<file path="src/rtl/param_sync_fifo_pkg.sv">
// Shared definitions for the synchronous FIFO family.
// The read-mode encodings are common to every FIFO variant.
package param_sync_fifo_pkg;

    localparam int FIFO_MODE_REG  = 0;
    localparam int FIFO_MODE_FWFT = 1;

endpackage

</file>
<file path="src/rtl/sync_fifo_ram.sv">
// Storage array for param_sync_fifo.
// Writes are synchronous and reads are asynchronous; there is no reset, so contents survive a FIFO reset.
module sync_fifo_ram #(
    parameter int pAddrWidth = 5,
    parameter int pWordWidth = 16
) (
    input  logic                  iClk,
    input  logic                  iWEn,
    input  logic [pAddrWidth-1:0] ivWrAddr,
    input  logic [pWordWidth-1:0] ivWrData,
    input  logic [pAddrWidth-1:0] ivRdAddr,
    output logic [pWordWidth-1:0] ovRdData
);

    logic [pWordWidth-1:0] mem [2**pAddrWidth];

    // Write port
    always_ff @(posedge iClk) begin
        if (iWEn) begin
            mem[ivWrAddr] <= ivWrData;
        end
    end

    assign ovRdData = mem[ivRdAddr];

endmodule

</file>
<file path="src/rtl/param_sync_fifo.sv">
// Parametrised single-clock FIFO with registered-read or FWFT output, programmable level flags,
// write-while-full on a simultaneous read, and sticky overflow/underflow flags.
module param_sync_fifo
    import param_sync_fifo_pkg::*;
#(
    parameter int pDepthWidth       = 5,
    parameter int pWordWidth        = 16,
    parameter int pFwft             = 0,
    parameter int pAlmostFullLevel  = 28,
    parameter int pAlmostEmptyLevel = 2
) (
    input  logic                   iClk,
    input  logic                   nReset,
    input  logic                   iWEn,
    input  logic [pWordWidth-1:0]  ivDataIn,
    input  logic                   iREn,
    input  logic                   iClrErr,
    output logic [pWordWidth-1:0]  ovDataOut,
    output logic                   oValid,
    output logic                   qEmpty,
    output logic                   qFull,
    output logic                   qAlmostEmpty,
    output logic                   qAlmostFull,
    output logic [pDepthWidth:0]   qvCount,
    output logic                   qOverflow,
    output logic                   qUnderflow
);

    localparam int cDepth = 2**pDepthWidth;
    localparam logic [pDepthWidth:0]   cDepthCnt = cDepth[pDepthWidth:0];
    localparam logic [pDepthWidth:0]   cAfLevel  = pAlmostFullLevel[pDepthWidth:0];
    localparam logic [pDepthWidth:0]   cAeLevel  = pAlmostEmptyLevel[pDepthWidth:0];
    localparam logic [pDepthWidth:0]   cCntZero  = {(pDepthWidth+1){1'b0}};
    localparam logic [pDepthWidth:0]   cCntOne   = (pDepthWidth+1)'(1'b1);
    localparam logic [pDepthWidth-1:0] cPtrZero  = {pDepthWidth{1'b0}};
    localparam logic [pDepthWidth-1:0] cPtrOne   = pDepthWidth'(1'b1);

    generate
        if ((pAlmostFullLevel < 1) || (pAlmostFullLevel > cDepth) ||
            (pAlmostEmptyLevel < 0) || (pAlmostEmptyLevel >= cDepth) ||
            ((pFwft != FIFO_MODE_REG) && (pFwft != FIFO_MODE_FWFT))) begin : gBadParam
            $error("param_sync_fifo: illegal parameter combination");
        end
    endgenerate

    logic [pDepthWidth-1:0] wrPtr;
    logic [pDepthWidth-1:0] rdPtr;
    logic [pDepthWidth:0]   countNext;
    logic [pWordWidth-1:0]  ramRdData;
    logic                   rdOk;
    logic                   wrOk;

    sync_fifo_ram #(
        .pAddrWidth (pDepthWidth),
        .pWordWidth (pWordWidth)
    ) uRam (
        .iClk     (iClk),
        .iWEn     (wrOk),
        .ivWrAddr (wrPtr),
        .ivWrData (ivDataIn),
        .ivRdAddr (rdPtr),
        .ovRdData (ramRdData)
    );

    // Accept decisions and next-state occupancy; a read frees the slot a full-FIFO write needs
    always_comb begin
        rdOk      = iREn & ~qEmpty;
        wrOk      = iWEn & (~qFull | rdOk);
        countNext = qvCount;
        if (wrOk && !rdOk) begin
            countNext = qvCount + cCntOne;
        end else if (rdOk && !wrOk) begin
            countNext = qvCount - cCntOne;
        end else begin
            countNext = qvCount;
        end
    end

    // Pointers, count, status flags (from next-state count) and sticky errors
    always_ff @(posedge iClk) begin
        if (!nReset) begin
            wrPtr        <= cPtrZero;
            rdPtr        <= cPtrZero;
            qvCount      <= cCntZero;
            qEmpty       <= 1'b1;
            qFull        <= 1'b0;
            qAlmostEmpty <= 1'b1;
            qAlmostFull  <= 1'b0;
            qOverflow    <= 1'b0;
            qUnderflow   <= 1'b0;
        end else begin
            if (wrOk) begin
                wrPtr <= wrPtr + cPtrOne;
            end
            if (rdOk) begin
                rdPtr <= rdPtr + cPtrOne;
            end
            qvCount      <= countNext;
            qEmpty       <= (countNext == cCntZero);
            qFull        <= (countNext == cDepthCnt);
            qAlmostEmpty <= (countNext <= cAeLevel);
            qAlmostFull  <= (countNext >= cAfLevel);
            // A fresh error outranks a simultaneous clear
            if (iWEn && !wrOk) begin
                qOverflow <= 1'b1;
            end else if (iClrErr) begin
                qOverflow <= 1'b0;
            end
            if (iREn && !rdOk) begin
                qUnderflow <= 1'b1;
            end else if (iClrErr) begin
                qUnderflow <= 1'b0;
            end
        end
    end

    generate
        if (pFwft == FIFO_MODE_FWFT) begin : gFwft
            assign ovDataOut = ramRdData;
            assign oValid    = ~qEmpty;
        end else begin : gRegRead
            logic [pWordWidth-1:0] dataReg;
            logic                  validReg;

            // Registered read port; data holds its last value when no word is popped
            always_ff @(posedge iClk) begin
                if (!nReset) begin
                    dataReg  <= {pWordWidth{1'b0}};
                    validReg <= 1'b0;
                end else if (rdOk) begin
                    dataReg  <= ramRdData;
                    validReg <= 1'b1;
                end else begin
                    validReg <= 1'b0;
                end
            end

            assign ovDataOut = dataReg;
            assign oValid    = validReg;
        end
    endgenerate

endmodule

</file>
<file path="config.mk">
export PLATFORM = sky130hd
export DESIGN_NAME = param_sync_fifo
export DESIGN_NICKNAME = d
export VERILOG_FILES = /design/src/rtl/param_sync_fifo_pkg.sv /design/src/rtl/sync_fifo_ram.sv /design/src/rtl/param_sync_fifo.sv
export SDC_FILE = /design/constraint.sdc
export NUM_CORES = 1
export LEC_CHECK = 0
export BUFFER_PORTS_ARGS = -buffer_cell sky130_fd_sc_hd__buf_2
export CAP_MARGIN = 20
export CORE_UTILIZATION = 60
export DETAILED_ROUTE_END_ITERATION = 12
export GPL_ROUTABILITY_DRIVEN = 0
export GPL_TIMING_DRIVEN = 1
export PLACE_DENSITY = 0.8
export SETUP_SLACK_MARGIN = 0.1
export SYNTH_ARGS = -nofsm -noshare
export SYNTH_HDL_FRONTEND = slang
export SYNTH_SLANG_ARGS = --single-unit
export TNS_END_PERCENT = 10
</file>
<file path="constraint.sdc">
create_clock -name iClk -period 3.2 [get_ports iClk]
set_clock_uncertainty 0.05 [all_clocks]
set_input_delay 0.32 -clock iClk [delete_from_list [all_inputs] [get_ports iClk]]
set_output_delay 0.32 -clock iClk [all_outputs]
set_load 0.01 [all_outputs]
</file>
; Word level (Yosys, flattened, before mapping)
; Memory sizes are Yosys's and may differ from the RTL's. A register that Yosys moved wholly into a read port is not among the register bits.
; Cells that the tools add are included.
[classes]
muxes = 8
reduce_logical = 10
shifts = 0
order_cmp = 2
addsub = 4
bitwise = 5
div_mod_pow = 0
n_eq_ne = 1
mul = 0
[ops]
columns = operator, count
row1 = $mux 6, 2
row2 = $add 5x1->5 const B, 2
row3 = $add 6x1->6 const B, 1
row4 = $eq 6x6->1 const B, 1
row5 = $ge 6x5->1 const B, 1
row6 = $le 6x2->1 const B, 1
row7 = $logic_not 6->1, 1
row8 = $mux 1, 6
row9 = $sub 6x1->6 const B, 1
row10 = $logic_and 1x1->1, 4
row11 = $reduce_bool 2->1, 2
row12 = $logic_not 1->1, 3
row13 = $and 1x1->1, 2
row14 = $not 1->1, 2
row15 = $or 1x1->1, 1
[word_totals]
memories = 1
register_bits = 23
latchBits = 0
ramBits = 512
elab_cells = 41
in_bits = 21
mem_bits_ro = 0
[mem_list]
columns = memory, depth, word_bits, rd, rd_ports_with_merged_regs, wr, line
row1 = uRam.mem, 32, 16, 1, 1, 1, sync_fifo_ram.sv:15  ; logic [pWordWidth-1:0] mem [2**pAddrWidth];

; Logic depth before layout (Yosys ltp)
; Gate-level depths: netlist of the first run.
[logic_depth]
word_depth = 9
depth_mapped = 9
ltp_nobuf = 7

; Hierarchy
; Synthesis of the first run repeated with hierarchy kept, for this count alone.
[unflattened]
hier_cells = 1336
hier_area_um2 = 22057.4
[modules_own_cells]
columns = mod, instances, area_each_um2, seq_area_each_um2, cells_each
row1 = sync_fifo_ram, 1, 20215.6, 15374.7, 1127
row2 = param_sync_fifo, 1, 1841.8, 780.7, 209

; Worst setup path after synthesis of the first run
; No wires, ideal clock.
[synth_path]
path_kind = flip-flop to flip-flop
start = register qEmpty
end = memory uRam.mem[31][0] (enable)
synth_period_minus_slack_ns = 2.613
stages_incl_launch_ff = 6
arrival_ns = 2.175
setup_slack_ns = 0.587
t_required_ns = 2.762
n_path_buf = 1
cell_sequence = dfxtp_1 nand2b_1 clkbuf_1 a21boi_1 nand2_1 nor2_1
[synth_via]
elab_chain_cells = 6
[synth_rtl]
columns = item, line
row1 = start: declaration, param_sync_fifo.sv:20  ; output logic qEmpty,
row2 = start signal: assignment, param_sync_fifo.sv:99  ; qEmpty <= (countNext == cCntZero);
row3 = $not 1->1, param_sync_fifo.sv:67  ; rdOk = iREn & ~qEmpty;
row4 = $and 1x1->1, param_sync_fifo.sv:67
row5 = $or 1x1->1, param_sync_fifo.sv:68  ; wrOk = iWEn & (~qFull | rdOk);
row6 = $and 1x1->1, param_sync_fifo.sv:68
row7 = $mux 1, sync_fifo_ram.sv:19  ; if (iWEn) begin
row8 = $mux 1 (not written as such), sync_fifo_ram.sv:20  ; mem[ivWrAddr] <= ivWrData;
row9 = end: declaration, sync_fifo_ram.sv:15
; Every way passes these cells.

; Worst setup path in the final report of the first run
[layout_path]
start = register qEmpty
end = memory uRam.mem[27][15] (enable)
; The elaborated chain is that of the path after synthesis.

==> flow_metrics.tcl, run 1 <==
set metrics [dict create \
    grt_pass1_vias 10672 \
    clock_latency_ps 560 \
    drc_errors 0 \
    synth_top_family_by_area "multiplexers" \
    synth_edf_count 512 \
    port_buffers 49 \
    die_w_um 190 \
    synthMuxAreaShare 0.133 \
    arrival_ps 2890 \
    yosysUniqueCellTypes 49 \
    synth-compound-area-share 0.0551 \
    coreArea_um2 34600 \
    syn-num-nets 1072 \
    max_freq_mhz 371 \
    synth-xor-area-share 0.00455 \
    synth_top_area_frac 0.726 \
    root_buffer "clkbuf_16" \
    drtIter0Drc 1141 \
    track_usage 0.255 \
    numCtsBuffers 51 \
    fin_ws_ps 503 \
    clk_path_buf_depth 3 \
    period_share 0.843 \
    hold_violations 0 \
    chipHeight_um 190 \
    htree_levels 2 \
    path_class "reg -> reg" \
    vias 10541 \
    worstMarginPinSlew_ps 711 \
    routed_via_density 6.44 \
    syn_avg_cell_area_um2 20.3 \
    grt_max_degree 44 \
    ys_ff_latch 551 \
    async_flop_share 0 \
    grt_pass1_wl_um 66400 \
    peakVddDrop_mv 0.525 \
    cp_max_fo 16 \
    cp-start-kind "flip-flop" \
    pre_cts_ws_ps 548 \
    netlist_instances 1044 \
    hold_class "in -> reg" \
    antenna_found_initial 1 \
    setup_tns_ps 0 \
    fp-row-count 68 \
    final_common_cell "edfxtp_1" \
    synthSimpleGateAreaFrac 0.0234 \
    grt.overflow.total 0 \
    synth_fa_ha_area_frac 0.00413 \
    outcome "finished, final reports clean" \
    cts_tree "done" \
    cp.required_ps 3390 \
    rr_worst_depth 5 \
    setup_viol 0 \
    die_area_um2 36100 \
    p_leak_nw 7.59 \
    drv_slew 0 \
    seq_area_frac_synth 0.762 \
    cts.clk_slew.worst_paths_ps 60 \
    power_density_nw_per_um2 656 \
    drv_cap 0 \
    yosys.area.top_type "edfxtp_1" \
    ys_warn_count 0 \
    drt_pass1_iterations 5 \
    synth_area_um2 21200 \
    cts.sinks 551 \
    place_hpwl_um 28000 \
    period_needed_ps 2700 \
    io_pins 50 \
    layout_common_cells "512 x edfxtp_1, 97 x mux4_2, 63 x mux2i_1" \
    rsz0062_at_grt "no" \
    antenna_left 0 \
    min_path_cells 3 \
    dominantRegCellSynth "edfxtp_1" \
    start_util 0.612 \
    nets 1169 \
    totalWireLength_um 44400 \
    area_delta_synth_final_pct 12.3 \
    relSlewSlack 0.526 \
    wire_per_inst_um 27.1 \
    cts_resized 0 \
    worst_setup_path_end_kind "flip-flop" \
    synth_area_leaders "edfxtp_1 73%, mux4_2 10%, dfxtp_1 3.7%, mux2i_1 3.0%, a22o_1 1.2%" \
    drive_above_1_share 0.253 \
]
[synthesized netlist by cell type, types with 6 or more instances]
| cell type | number |
|---|---|
| a2111oi_2 | 15 |
| a21oi_1 | 36 |
| nand2_1 | 10 |
| a22oi_1 | 18 |
| inv_1 | 7 |
| o22ai_1 | 15 |
| ha_1 | 7 |
| o221ai_1 | 17 |
| nor2_1 | 56 |
| xor2_1 | 6 |
| edfxtp_1 | 512 |
| buf_2 | 9 |
| dfxtp_1 | 39 |
| mux2i_1 | 63 |
| buf_4 | 9 |
| a22o_1 | 30 |
| mux4_2 | 97 |
| clkbuf_1 | 30 |
[registers in the layout (all words and copies together) (netlist names)]
signal and flops:
qAlmostEmpty 1, wrPtr 5, qAlmostFull 1, qvCount 6
ovDataOut 16, qOverflow 1, rdPtr 5, qEmpty 1
qUnderflow 1, qFull 1, uRam.mem 512, oValid 1
[layer usage]
| metal | track usage | part of all wire | wire length [µm] |
|---|---|---|---|
| met5 | 0 | 0 | 0 |
| met3 | 0.0395 | 0.075 | 3330 |
| met2 | 0.430 | 0.51 | 22700 |
| met4 | 0.0713 | 0.022 | 985 |
| met1 | 0.349 | 0.39 | 17300 |
[worst max-delay path, cell delays in order, from the launching register on]
cell and delay, ps:
dfxtp_1 360, nand2b_1 320, a21boi_1 620, nand2_1 450, nor2_1 260, buf_4 300
[logic make-up (layout without fill, tap and decap cells)]
group | Yosys count | count (layout)
XOR/XNOR | 11 | 11
flip-flops | 551 | 551
AND/OR/NAND/NOR | 102 | 102
buffers and inverters | 66 | 204
multiplexers | 161 | 161
other | 0 | 1
adder cells (fa/ha/maj) | 7 | 7
AO/OA/AOI/OAI | 146 | 146
[path summary, 6_finish.rpt]
check | from | to | slack [ps]
worst max-delay path | qEmpty | uRam.mem[27][15] | 500
worst min-delay path | iREn | qUnderflow | 40
worst max register to register | qEmpty | uRam.mem[27][15] | 500
worst min register to register | ovDataOut[2] | ovDataOut[2] | 430
[stage by stage]
step	cell area [µm²]	total power (W)	util	std cells	hold slack [ps]
after CTS	23800	0.0157	0.687	1637	17.4
after global placement	22200	0.00988	0.640	1542	411
after detailed placement	22200	0.00993	0.640	1542	412
after global routing	23800	0.0161	0.687	1637	56.1
after floorplan	21200	0.00943	-	1044	341
final	23800	0.0156	0.687	1638	36.1
[power breakdown]
group | internal, W | leakage (nW) | total, W | switching, W
combinational | 0.000779 | 1.86 | 0.00168 | 0.000902
clock | 0.00334 | 0.793 | 0.00583 | 0.00249
sequential | 0.00799 | 4.93 | 0.00810 | 0.000113
[repair_timing]
item,4_1_cts,5_1_grt
hold endpoints to repair,3,0
hold buffers,1,0
buffers inserted,0,0
[layout make-up]
class	instances	area [µm²]
diodes	1	2.50
clock buffers	62	1360
clock inverters	32	254
fillers	2090	10800
inverters	8	30.0
multi-input cells	427	4690
flip-flops and latches	551	16200
well taps	455	569
repair buffers	102	733
(Power assumes the default switching activity.)
==> inputs of run 2 (changes only) <==
- clock period: 3.2 -> 2.65 ns (I/O delays scaled with it)
==> run 2 against run 1 <==
Effect of this change: fmax grew 12%; sequential cell count unchanged; cell area is 0.91% higher; routed wire length up 6.8%; total power rose by 22%; sequential share of layout area decreased by 0.61 points; final cell count increased by 0.67%; critical path depth unchanged; non-clock buffer count rose by 12; die area did not move; combinational power increased by 24%; largest cell class unchanged.
==> flow_metrics.tcl, run 2 (synthesis gave the netlist of run 1 again) <==
set metrics [dict create \
    nets 1182 \
    setup_viol 0 \
    path_class "reg -> reg" \
    drc_errors 0 \
    place_hpwl_um 28200 \
    grt.overflow.total 0 \
    timing.rr.end "ovDataOut[11]" \
    insertedDiodeCount 0 \
    antenna_left 0 \
    power_density_nw_per_um2 794 \
    postCtsSetupBuffers 0 \
    period_share 0.910 \
    period_needed_ps 2410 \
    rrSetupSlack_ps 240 \
    area_delta_synth_final_pct 13.3 \
    drt_pass1_iterations 7 \
    cp-start-kind "flip-flop" \
    htree_levels 2 \
    cts.clk_slew.worst_paths_ps 60 \
    cp.required_ps 3060 \
    rsz0062_at_grt "no" \
    hold_violations 0 \
    r2r_start "rdPtr[0]" \
    grt_max_degree 66 \
    final_common_cell "edfxtp_1" \
    chipHeight_um 190 \
    drtIter0Drc 1354 \
    whs_ps 74.2 \
    worstMarginPinSlew_ps 845 \
    max_freq_mhz 414 \
    fp-row-count 68 \
    track_usage 0.272 \
    cts.sinks 551 \
    grt_pass1_wl_um 70000 \
    relSlewSlack 0.434 \
    regArea_um2 16200 \
    vias 10926 \
    start_util 0.612 \
    outcome "finished, final reports clean" \
    hold_class "in -> reg" \
    hold_path_end "qOverflow" \
    fillers 2021 \
    layout_common_cells "512 x edfxtp_1, 97 x mux4_2, 63 x mux2i_1" \
    hp-start "iWEn" \
    port_buffers 49 \
    top_register "uRam.mem" \
    io_pins 50 \
    root_buffer "clkbuf_16" \
    setup_tns_ps 0 \
    largest_register_ffs 512 \
    numCtsBuffers 52 \
    worst_setup_path_end_kind "flip-flop" \
    cts_tree "done" \
    clock_latency_ps 580 \
    cp_max_fo 65 \
    instances_no_fill 1649 \
    grt_pass1_vias 10851 \
    wire_per_inst_um 28.7 \
    clk_path_buf_depth 3 \
    die_w_um 190 \
    arrival_ps 2830 \
    drv_cap 0 \
    coreArea_um2 34600 \
    rr_worst_depth 5 \
    drive_above_1_share 0.261 \
    min_path_cells 3 \
    die_area_um2 36100 \
    routed_via_density 6.63 \
    antenna_found_initial 0 \
    totalPowerFinal_w 0.0191 \
    totalWireLength_um 47400 \
    drv_slew 0 \
    dp_cells 1552 \
    multi_input_area_um2 4690 \
    peakVddDrop_mv 0.665 \
    p_leak_nw 7.68 \
]
-- run 2: per-layer routing --
metal	wire length (µm)	global-route usage
met2	23300	0.436
met5	0	0
met1	18700	0.386
met4	1440	0.0878
met3	3910	0.0445
-- run 2: worst max path at each step --
stage	startpoint	end	cells after the start
3_3_place_gp	rdPtr[0]	ovDataOut[11]	5
3_5_place_dp	rdPtr[0]	ovDataOut[11]	5
6_report	rdPtr[0]	ovDataOut[11]	5
5_1_grt	rdPtr[0]	ovDataOut[10]	6
2_1_floorplan	qEmpty	uRam.mem[31][0]	5
4_1_cts	rdPtr[0]	ovDataOut[11]	5
-- run 2: power by group --
part | internal [W] | switching (W)
clock network | 0.00413 | 0.00309
logic | 0.000951 | 0.00112
registers | 0.00964 | 0.000132
-- run 2: timing repair --
item	4_1_cts	5_1_grt
hold buffers	3	0
endpoints found under the hold margin	7	0
resized for setup	0	0
-- run 2: worst max-delay path, stage by stage, from the launching register on --
cell and delay, ps:
dfxtp_4 450, buf_12 400, mux4_2 570, a21oi_1 410, a21oi_1 130, a22o_1 210
-- run 2: final cells by class --
cell class              count  area share
well taps                 455      0.0237
inverters                   8     0.00125
multi-input cells         427       0.195
flip-flops and latches    551       0.673
clock inverters            24     0.00886
clock buffers              70      0.0604
repair buffers            114      0.0376
-- run 2: metrics by stage --
step                worst slack, ps  utilization  instance area (µm²)
floorplan                      36.9            -                21200
global placement                242        0.645                22300
detailed placement              228        0.645                22300
CTS                             185        0.694                24000
global route                    112        0.694                24000
finish                          237        0.694                24000
